$ cat src/rtl/mips_ctrl_pkg.sv
// rtl/mips_ctrl_pkg.sv - control word field map, forwarding selects and ID decode function
package mips_ctrl_pkg;
  localparam int OP_W   = 6;
  localparam int CTRL_W = 18;
  localparam int REG_W  = 5;

  localparam int CTRL_REGDST     = 17;
  localparam int CTRL_MEMTOREG   = 16;
  localparam int CTRL_MEMREAD    = 15;
  localparam int CTRL_BRANCH     = 14;
  localparam int CTRL_MEMWRITE   = 13;
  localparam int CTRL_ALUOP      = 12;
  localparam int CTRL_ALUSRC     = 9;
  localparam int CTRL_REGWRITE   = 8;
  localparam int CTRL_SHIFTSRC   = 7;
  localparam int CTRL_JMPSRC     = 6;
  localparam int CTRL_JRETURNDST = 5;
  localparam int CTRL_EQORNE     = 4;
  localparam int CTRL_DATAMASK   = 3;
  localparam int CTRL_ISUNSIGNED = 1;
  localparam int CTRL_JMPORBRCH  = 0;

  localparam logic [1:0] FWD_RF  = 2'b00;
  localparam logic [1:0] FWD_MEM = 2'b10;
  localparam logic [1:0] FWD_WB  = 2'b01;

  typedef enum logic [2:0] {
    CLS_LOAD, CLS_STORE, CLS_IMM, CLS_BRANCH, CLS_JUMP, CLS_JREG, CLS_RTYPE
  } cls_e;

  function automatic cls_e decode_class(input logic [OP_W-1:0] op, input logic [OP_W-1:0] funct);
    cls_e c;
    casez (op)
      6'b1?0???: c = CLS_LOAD;
      6'b1?1???: c = CLS_STORE;
      6'b0?1???: c = CLS_IMM;
      6'b0?01??: c = CLS_BRANCH;
      6'b0?001?: c = CLS_JUMP;
      default:   c = (op == 6'd0 && funct[5:3] == 3'b001) ? CLS_JREG : CLS_RTYPE;
    endcase
    return c;
  endfunction

  function automatic logic [CTRL_W-1:0] decode_ctrl(input logic [OP_W-1:0] op, input logic [OP_W-1:0] funct);
    logic [CTRL_W-1:0] w;
    w = '0;
    case (decode_class(op, funct))
      CLS_LOAD: begin
        w[CTRL_MEMTOREG] = 1'b1;
        w[CTRL_MEMREAD]  = 1'b1;
        w[CTRL_ALUSRC]   = 1'b1;
        w[CTRL_REGWRITE] = 1'b1;
        w[CTRL_DATAMASK -: 2] = op[1:0];
        w[CTRL_ISUNSIGNED]    = op[2];
      end
      CLS_STORE: begin
        w[CTRL_MEMWRITE] = 1'b1;
        w[CTRL_ALUSRC]   = 1'b1;
        w[CTRL_DATAMASK -: 2] = op[1:0];
      end
      CLS_IMM: begin
        w[CTRL_ALUSRC]   = 1'b1;
        w[CTRL_REGWRITE] = 1'b1;
        w[CTRL_ALUOP -: 3]    = 3'b010;
        w[CTRL_ISUNSIGNED]    = op[0];
      end
      CLS_BRANCH: begin
        w[CTRL_BRANCH]    = 1'b1;
        w[CTRL_EQORNE]    = op[0];
        w[CTRL_JMPORBRCH] = 1'b1;
        w[CTRL_ALUOP -: 3] = 3'b011;
      end
      CLS_JUMP: begin
        w[CTRL_REGWRITE]   = op[0];
        w[CTRL_JRETURNDST] = 1'b1;
        w[CTRL_JMPORBRCH]  = 1'b1;
      end
      CLS_JREG: begin
        w[CTRL_REGWRITE]  = funct[0];
        w[CTRL_REGDST]    = funct[0];
        w[CTRL_JMPSRC]    = 1'b1;
        w[CTRL_JMPORBRCH] = 1'b1;
      end
      default: begin
        w[CTRL_REGDST]   = 1'b1;
        w[CTRL_REGWRITE] = 1'b1;
        w[CTRL_ALUOP -: 3] = 3'b001;
        w[CTRL_SHIFTSRC] = (funct[5:2] == 4'b0000);
      end
    endcase
    return w;
  endfunction
endpackage

$ cat src/rtl/mips_ctrl_decode.sv
// rtl/mips_ctrl_decode.sv - ID-stage control decode and destination register select
module mips_ctrl_decode
  import mips_ctrl_pkg::*;
(
  input  logic [OP_W-1:0]   i_operation,
  input  logic [OP_W-1:0]   i_function,
  input  logic [REG_W-1:0]  i_rt,
  input  logic [REG_W-1:0]  i_rd,
  output logic [CTRL_W-1:0] o_ctrl,
  output logic [REG_W-1:0]  o_dst,
  output logic              o_reads_rt
);
  cls_e w_cls;

  always_comb begin
    w_cls      = decode_class(i_operation, i_function);
    o_ctrl     = decode_ctrl(i_operation, i_function);
    o_reads_rt = (w_cls == CLS_STORE) || (w_cls == CLS_BRANCH) || (w_cls == CLS_RTYPE);
    if (o_ctrl[CTRL_JRETURNDST] && o_ctrl[CTRL_REGWRITE])
      o_dst = 5'd31;
    else if (o_ctrl[CTRL_REGDST])
      o_dst = i_rd;
    else
      o_dst = i_rt;
  end
endmodule

$ cat src/rtl/mips_pipe_control.sv
// rtl/mips_pipe_control.sv - pipelined control: ID/EX, EX/MEM, MEM/WB registers, load-use stall, forwarding
module mips_pipe_control
  import mips_ctrl_pkg::*;
#(
  parameter int NB_FUNCTION = 6,
  parameter int NB_CONTROL  = 18,
  parameter int NB_REG      = 5
) (
  input  logic                   i_clock,
  input  logic                   i_reset,
  input  logic                   i_enable,
  input  logic                   i_flush,
  input  logic [NB_FUNCTION-1:0] i_operation,
  input  logic [NB_FUNCTION-1:0] i_function,
  input  logic [NB_REG-1:0]      i_rs,
  input  logic [NB_REG-1:0]      i_rt,
  input  logic [NB_REG-1:0]      i_rd,
  output logic [NB_CONTROL-1:0]  o_ctrl_ex,
  output logic [NB_CONTROL-1:0]  o_ctrl_mem,
  output logic [NB_CONTROL-1:0]  o_ctrl_wb,
  output logic [NB_REG-1:0]      o_dst_ex,
  output logic [NB_REG-1:0]      o_dst_mem,
  output logic [NB_REG-1:0]      o_dst_wb,
  output logic                   o_stall,
  output logic [1:0]             o_fwd_a,
  output logic [1:0]             o_fwd_b
);
  logic [NB_CONTROL-1:0] w_ctrl_id;
  logic [NB_REG-1:0]     w_dst_id;
  logic                  w_reads_rt;
  logic [NB_CONTROL-1:0] r_ctrl_ex, r_ctrl_mem, r_ctrl_wb;
  logic [NB_REG-1:0]     r_dst_ex, r_dst_mem, r_dst_wb;
  logic [NB_REG-1:0]     r_rs_ex, r_rt_ex;
  logic                  w_bubble;

  mips_ctrl_decode u_decode (
    .i_operation (i_operation),
    .i_function  (i_function),
    .i_rt        (i_rt),
    .i_rd        (i_rd),
    .o_ctrl      (w_ctrl_id),
    .o_dst       (w_dst_id),
    .o_reads_rt  (w_reads_rt)
  );

  function automatic logic [1:0] fwd_sel(input logic [NB_REG-1:0] src);
    if (r_ctrl_mem[CTRL_REGWRITE] && r_dst_mem != '0 && r_dst_mem == src)
      return FWD_MEM;
    else if (r_ctrl_wb[CTRL_REGWRITE] && r_dst_wb != '0 && r_dst_wb == src)
      return FWD_WB;
    return FWD_RF;
  endfunction

  // Hazard and forward outputs are suppressed while the pipeline is frozen.
  always_comb begin
    o_stall = i_enable && r_ctrl_ex[CTRL_MEMREAD] && (r_dst_ex != '0) &&
              ((r_dst_ex == i_rs) || (w_reads_rt && r_dst_ex == i_rt));
    o_fwd_a = i_enable ? fwd_sel(r_rs_ex) : FWD_RF;
    o_fwd_b = i_enable ? fwd_sel(r_rt_ex) : FWD_RF;
  end

  assign w_bubble = i_flush || o_stall;

  always_ff @(posedge i_clock) begin
    if (i_reset) begin
      r_ctrl_ex  <= '0;
      r_ctrl_mem <= '0;
      r_ctrl_wb  <= '0;
      r_dst_ex   <= '0;
      r_dst_mem  <= '0;
      r_dst_wb   <= '0;
      r_rs_ex    <= '0;
      r_rt_ex    <= '0;
    end else if (i_enable) begin
      r_ctrl_ex  <= w_bubble ? '0 : w_ctrl_id;
      r_dst_ex   <= w_bubble ? '0 : w_dst_id;
      r_rs_ex    <= w_bubble ? '0 : i_rs;
      r_rt_ex    <= w_bubble ? '0 : i_rt;
      r_ctrl_mem <= r_ctrl_ex;
      r_dst_mem  <= r_dst_ex;
      r_ctrl_wb  <= r_ctrl_mem;
      r_dst_wb   <= r_dst_mem;
    end
  end

  assign o_ctrl_ex  = r_ctrl_ex;
  assign o_ctrl_mem = r_ctrl_mem;
  assign o_ctrl_wb  = r_ctrl_wb;
  assign o_dst_ex   = r_dst_ex;
  assign o_dst_mem  = r_dst_mem;
  assign o_dst_wb   = r_dst_wb;
endmodule
$ cat config.mk
export PLATFORM = sky130hd
export DESIGN_NAME = mips_pipe_control
export DESIGN_NICKNAME = d
export VERILOG_FILES = /design/src/rtl/mips_ctrl_pkg.sv /design/src/rtl/mips_ctrl_decode.sv /design/src/rtl/mips_pipe_control.sv
export SDC_FILE = /design/constraint.sdc
export NUM_CORES = 1
export LEC_CHECK = 0
export ABC_CLOCK_PERIOD_IN_PS = 2800
export CAP_MARGIN = 5
export CELL_PAD_IN_SITES_DETAIL_PLACEMENT = 1
export CELL_PAD_IN_SITES_GLOBAL_PLACEMENT = 1
export CORE_UTILIZATION = 34
export DETAILED_ROUTE_END_ITERATION = 10
export PLACE_DENSITY = 0.85
export SLEW_MARGIN = 20
export SYNTH_ARGS = -nofsm -noshare
export SYNTH_HDL_FRONTEND = slang
export SYNTH_SLANG_ARGS = --single-unit
export TNS_END_PERCENT = 10
$ cat constraint.sdc
create_clock -name i_clock -period 2.8 [get_ports i_clock]
set_input_delay 0.56 -clock i_clock [delete_from_list [all_inputs] [get_ports i_clock]]
set_output_delay 0.56 -clock i_clock [all_outputs]
set_load 0.005 [all_outputs]
Word-level counts from Yosys, hierarchy flattened
Index checks and enable logic that the tools add are counted.
W data, S select, Z words.
{ "word_totals": {"reg_bits": 79, "input_bits": 31, "latch_bits": 0, "mem_count": 0, "romBits": 0, "elab_cells": 89, "ramBits": 0, "out_inout_bits": 74} }
{ "op_classes": {"bitwise": 0, "n_addsub": 0, "n_div": 0, "n_mul": 0, "eq_ne": 18, "mux": 34, "reduce_logical": 29, "magnitude_cmp": 0, "shift": 0} }
{ "op_table": {"columns": ["operator", "count"], "rows": [
  ["$eq A5 B5 Y1", 6],
  ["$mux W5", 5],
  ["$mux W2", 11],
  ["$mux W18", 1],
  ["$pmux W3 S5", 1],
  ["$reduce_bool A5 Y1", 3],
  ["$logic_and A1 B1 Y1", 12],
  ["$mux W1", 12],
  ["$eq A3 B1 Y1 const B", 3],
  ["$eq A3 B3 Y1 const B", 3],
  ["$eq A3 B2 Y1 const B", 2],
  ["$logic_not A6 Y1", 1],
  ["$pmux W2 S3", 1],
  ["$reduce_or A3 Y1", 2],
  ["$reduce_or A6 Y1", 1],
  ["$reduce_or A5 Y1", 1],
  ["$eq A2 B2 Y1 const B", 2],
  ["$eq A4 B1 Y1 const B", 1],
  ["$logic_not A4 Y1", 1],
  ["$logic_or A1 B1 Y1", 4],
  ["$pmux W1 S2", 2],
  ["$reduce_or A2 Y1", 2],
  ["$reduce_or A4 Y1", 1],
  ["$logic_not A3 Y1", 1],
  ["2 further kinds", 2]
]} }

Longest topological paths before layout
{ "depth": {"depth_word": 12, "mapped_depth": 8, "mapped_depth_nobuf": 6} }

Modules after synthesis
Synthesis repeated with hierarchy kept, for this count alone.
{ "hier_totals": {"hier_cells": 351, "area_unflattened_um2": 3550.9} }
{ "modules_own_cells": {"columns": ["mod", "n_inst", "area_per_inst_um2", "cells_per_inst"], "rows": [
  ["mips_pipe_control", 1, 3039.2, 278],
  ["mips_ctrl_decode", 1, 511.7, 73]
]} }

Worst setup path before layout
Ideal clock, no wire load.
{ "synth_path": {"kind": "in2out", "startpoint": "input port i_operation[2]", "endpoint": "output port o_stall", "required_ps": 2240, "path_stages": 6, "path_buffers": 1, "t_arrival_ps": 1843, "slack_ps": 397, "path_cell_list": "buf_2 nor4_4 o21ai_2 a2111oi_1 o22a_2 and3_4"} }
{ "synth_via": {"elab_chain_len": 10, "elab_cells_between_ends": 14, "classes_between": "5 x eq/ne; 2 x mux; 7 x reduce/logical"} }
{ "synth_rtl": {"columns": ["element", "line_no", "text"], "rows": [
  ["start, declared", "mips_pipe_control.sv:13", "input logic [NB_FUNCTION-1:0] i_operation,"],
  ["$logic_not A6 Y1", "mips_ctrl_pkg.sv:39", "default: c = (op == 6'd0 && funct[5:3] == 3'b001) ? CLS_JREG : CLS_RTYPE;"],
  ["$logic_and A1 B1 Y1", "mips_ctrl_pkg.sv:39", null],
  ["$mux W2", "mips_ctrl_pkg.sv:39", null],
  ["$pmux W3 S5 (*)", "mips_ctrl_pkg.sv:33", "casez (op)"],
  ["$eq A3 B1 Y1 or $eq A3 B2 Y1 (tied branches)", "mips_ctrl_decode.sv:18", "o_reads_rt = (w_cls == CLS_STORE) || (w_cls == CLS_BRANCH) || (w_cls == CLS_RTYPE);"],
  ["$logic_or A1 B1 Y1", "mips_ctrl_decode.sv:18", null],
  ["$logic_or A1 B1 Y1 (*)", "mips_ctrl_decode.sv:18", null],
  ["$logic_and A1 B1 Y1 (*)", "mips_pipe_control.sv:57", "((r_dst_ex == i_rs) || (w_reads_rt && r_dst_ex == i_rt));"],
  ["$logic_or A1 B1 Y1 (*)", "mips_pipe_control.sv:57", null],
  ["$logic_and A1 B1 Y1 (*)", "mips_pipe_control.sv:56", "o_stall = i_enable && r_ctrl_ex[CTRL_MEMREAD] && (r_dst_ex != '0) &&"],
  ["end, declared", "mips_pipe_control.sv:24", "output logic o_stall,"]
]} }
Mark *: on every way between the ends. The rest lies on a longest branch, timed or not.

Worst setup path after layout
{ "layout_path": {"startpoint": "register r_dst_mem[2] (netlist: o_dst_mem[2])", "endpoint": "output port o_fwd_a[1]"} }
{ "layout_via": {"elab_chain_len": 6, "elab_cells_between_ends": 8, "classes_between": "1 x eq/ne; 4 x mux; 3 x reduce/logical"} }
{ "layout_rtl": {"columns": ["element", "line_no", "text"], "rows": [
  ["start, declared", "mips_pipe_control.sv:32", "logic [NB_REG-1:0] r_dst_ex, r_dst_mem, r_dst_wb;"],
  ["start signal, assigned", "mips_pipe_control.sv:80", "r_dst_mem <= r_dst_ex;"],
  ["$reduce_bool A5 Y1", "mips_pipe_control.sv:47", "if (r_ctrl_mem[CTRL_REGWRITE] && r_dst_mem != '0 && r_dst_mem == src)"],
  ["$logic_and A1 B1 Y1", "mips_pipe_control.sv:47", null],
  ["$logic_and A1 B1 Y1 (*)", "mips_pipe_control.sv:47", null],
  ["$mux W2 or $mux W1 (tied branches)", "mips_pipe_control.sv:47", null],
  ["$mux W2 (*)", "mips_pipe_control.sv:51", "return FWD_RF;"],
  ["$mux W2 (*)", "mips_pipe_control.sv:58", "o_fwd_a = i_enable ? fwd_sel(r_rs_ex) : FWD_RF;"],
  ["end, declared", "mips_pipe_control.sv:25", "output logic [1:0] o_fwd_a,"]
]} }
Marks and branches as above.

==> impl_metrics.yaml <==
placed_design:
  postPlaceCellArea_mm2: 0.00445
  globalplace.congestion: 0.853
  placed_cells: 547
  io_buffers: 100
  place_hpwl_mm: 7.25
routing:
  detail_route.iter0.violations: 106
  final_antenna_net_count: 0
  wl_per_cell_um: 18.4
  vias: 2920
  routed_via_density: 5.16
  drc: 1
  first_pass_iters: 9
  wl_mm: 10.4
final_layout:
  drive_above_1_share: 0.168
  fin_area_mm2: 0.00477
  antenna_cells: 0
  n_fill_cell: 989
  fin_cells: 566
  multi_input_area_mm2: 0.00164
  syn_to_final_growth_pct: 51.7
  nNetsFinal: 484
  regArea_mm2: 0.00146
floorplan:
  core_mm2: 0.00885
  rows: 34
  initial_utilization: 0.355
  dieArea_mm2: 0.00964
  die_x_um: 98.2
  pin_count: 105
  dieHeight_um: 98.2
run:
  drv_cap: 0
power_and_ir_drop:
  switchingPower_mw: 0.559
  pwr-share-clk: 0.408
  seqPwrFrac: 0.474
  peakVddDrop_uv: 271
  power.density_mw_per_mm2: 479
  p_leak_nw: 1.98
  intPower_mw: 1.72
  p_sw_frac: 0.245
  power_frac_comb: 0.118
setup_path:
  crit_path_end: "o_fwd_a[1]"
  startpoint: "o_dst_mem[2]"
  crit_arrival_ps: 2220
  r2r-end: "o_ctrl_ex[3]"
  crit_slowest_cell: "or4_4"
  crit_type: "reg -> out"
  regToRegSetupSlack_ps: 490
  r2r_cells: 10
  critPathRequiredTime_ps: 2240
  worstPathMaxFanout: 2
  cp-start-kind: "flop"
  max_stage_delay_ps: 560
  critPathCaptureType: "output pin"
  r2r-start: "o_dst_ex[4]"
  path_cells: "or4_4, o21ai_4, buf_4, nor4_4, and2_1, clkdlybuf4s50_1"
synth:
  synthTopCellsByArea: "dfxtp_1 46%, mux2i_1 13%, nor2_1 6.1%"
  syn_area_per_cell_um2: 9.73
  yosysWarnings: 0
  synth_top_area_frac: 0.465
  synth.distinct_cells: 39
  synthCells: 323
  yosys.area.top_type: "dfxtp_1"
  ys_seq_elements: 73
  seq_area_frac_synth: 0.465
  synth_area_mm2: 0.00314
timing:
  slew_viol_final: 0
  min_period_ps: 2780
  finalSetupViolations: 0
  max_freq_mhz: 360
  period_share: 0.992
  hold_viol: 0
  finClkSkew_ps: 13.6
  worst_pin_slew_ps: 563
  fin_setup_tns_ps: 0
  rsz0062_at_grt: "true"
  relSlewSlack: 0.625
worst_hold_path:
  min_path_type: "reg -> reg"
clocking:
  cts_max_path_buffers: 2
  cts_tree: "yes"
  clock_latency_ps: 350
  clock-sinks: 73
  ctsHtreeMaxLevel: 3
  clk_pin_slew_ps: 80
  cts_inserted_buffers: 9
  cts-root-buf: "clkbuf_8"
global_routing:
  grt_max_degree: 35
  antenna_found_initial: 0
  grt_pass1_wl_mm: 16.5
  globalRouteOverflowTotal: 0
  grt_usage: 0.219
  grt_pass1_vias: 3137
status:
  outcome: "finished with violations"
  violations: "design-rule violations"
[timing repair]
item | in CTS | in global routing
pin swaps | 6 | 8
gates resized for setup | 17 | 11
setup endpoints to repair | 4 | 5
buffers inserted | 1 | 2
hold buffers | 0 | 0
[Yosys cell counts (all sizes together)]
| cell | instances |
|---|---|
| dfxtp | 73 |
| nor2 | 52 |
| mux2i | 42 |
| o21ai | 21 |
| nand2 | 18 |
| xor2 | 16 |
| xnor2 | 14 |
| buf | 13 |
| a22o | 12 |
| clkbuf | 12 |
| nand3 | 7 |
| a32o | 5 |
| nand3b | 5 |
| nor4 | 5 |
| and2 | 4 |
| nor3 | 4 |
| or4 | 4 |
| a21oi | 2 |
| o31ai | 2 |
| a2111oi | 1 |
| a21boi | 1 |
| a21o | 1 |
| a22oi | 1 |
| a31o | 1 |
| and3 | 1 |
| conb | 1 |
| nor2b | 1 |
| o211ai | 1 |
| o22a | 1 |
| o41ai | 1 |
| or4b | 1 |
[power groups by stage]
| stage | Clock, mW | Combinational (mW) | Sequential [mW] |
|---|---|---|---|
| after CTS | 0.946 | 0.260 | 1.08 |
| final | 0.932 | 0.270 | 1.08 |
| after global routing | 0.992 | 0.288 | 1.08 |
| after detailed placement | 0 | 0.255 | 1.10 |
| after floorplan | 0 | 0.121 | 1.10 |
| after global placement | 0 | 0.247 | 1.10 |
[state kept, by name, summed over array words and instances (netlist names)]
name,flops
r_rs_ex,5
o_dst_ex,5
o_ctrl_mem,16
o_ctrl_ex,16
o_dst_wb,5
o_ctrl_wb,16
o_dst_mem,5
r_rt_ex,5
[critical path, delay by kind of cell (launching register included)]
| family | cells | cell delay, ps |
|---|---|---|
| simple gates | 3 | 760 |
| buf+inv | 2 | 580 |
| flops | 1 | 330 |
| compound gates | 1 | 200 |
[layer usage]
layer	GRT usage	wire length [um]	vias to the layer above
met5	0	0	-
met1	0.258	4380	1436
met4	0.107	182	0
li1	-	-	1381
met3	0.0501	611	16
met2	0.377	5230	87
[per-stage QoR]
stage / hold WS [ps] / setup WS (ps) / utilization / power (mW)
after floorplan: 454 / 397 / - / 1.22
after global placement: 466 / -510 / 0.503 / 1.35
after detailed placement: 474 / -578 / 0.503 / 1.36
after CTS: 500 / -131 / 0.531 / 2.29
after global routing: 520 / -46.6 / 0.539 / 2.37
final: 493 / 22.3 / 0.539 / 2.28
[cell usage in the layout (no fill, tap or decap), types with 2 or more instances in the layout]
master and instances:
a22o_1 12, a32o_1 5, and2_1 4, buf_4 42, bufinv_16 2, clkbuf_1 2, clkbuf_8 10, clkdlybuf4s50_1 89
conb_1 3, dfxtp_1 71, dfxtp_2 2, dlygate4sd2_1 8, mux2i_1 42, nand2_1 18, nand3_1 7, nand3b_1 5
nor2_1 50, nor2_2 2, nor3_1 3, nor4_4 3, o21ai_0 9, o21ai_1 10, o21ai_4 2, o31ai_1 2
or4_1 3, xnor2_1 14, xor2_1 16
[logic make-up (layout without fill, tap and decap cells)]
| family | after synthesis | in the layout | share of synthesized area |
|---|---|---|---|
| and+or+nand+nor | 102 | 102 | 0.156 |
| DFF | 73 | 73 | 0.465 |
| buffers and inverters | 25 | 158 | 0.0414 |
| muxes | 42 | 42 | 0.134 |
| xor gates and xnor gates | 30 | 30 | 0.0836 |
| other | 1 | 3 | 0.00119 |
| AOI/OAI and AO/OA | 50 | 50 | 0.119 |
[worst min path at each step]
stage | start | endpoint | slack (ps) | depth (start not counted)
floorplan | o_ctrl_ex[0] | o_ctrl_ex[0] | 450 | 2
global route | o_ctrl_ex[10] | o_ctrl_ex[10] | 520 | 2
global placement | o_ctrl_ex[9] | o_ctrl_ex[9] | 470 | 2
finish | o_ctrl_ex[4] | o_ctrl_ex[4] | 490 | 2
CTS | o_ctrl_ex[10] | o_ctrl_ex[10] | 500 | 2
detailed placement | o_ctrl_ex[13] | o_ctrl_ex[13] | 470 | 2
[cell type report]
type                    count  share of cell area
well taps                 108              0.0283
multi-input cells         227               0.345
clock inverters             4              0.0160
flip-flops and latches     73               0.307
repair buffers            142               0.274
clock buffers              12              0.0304
Note: power is estimated with default switching activity, not from simulation.
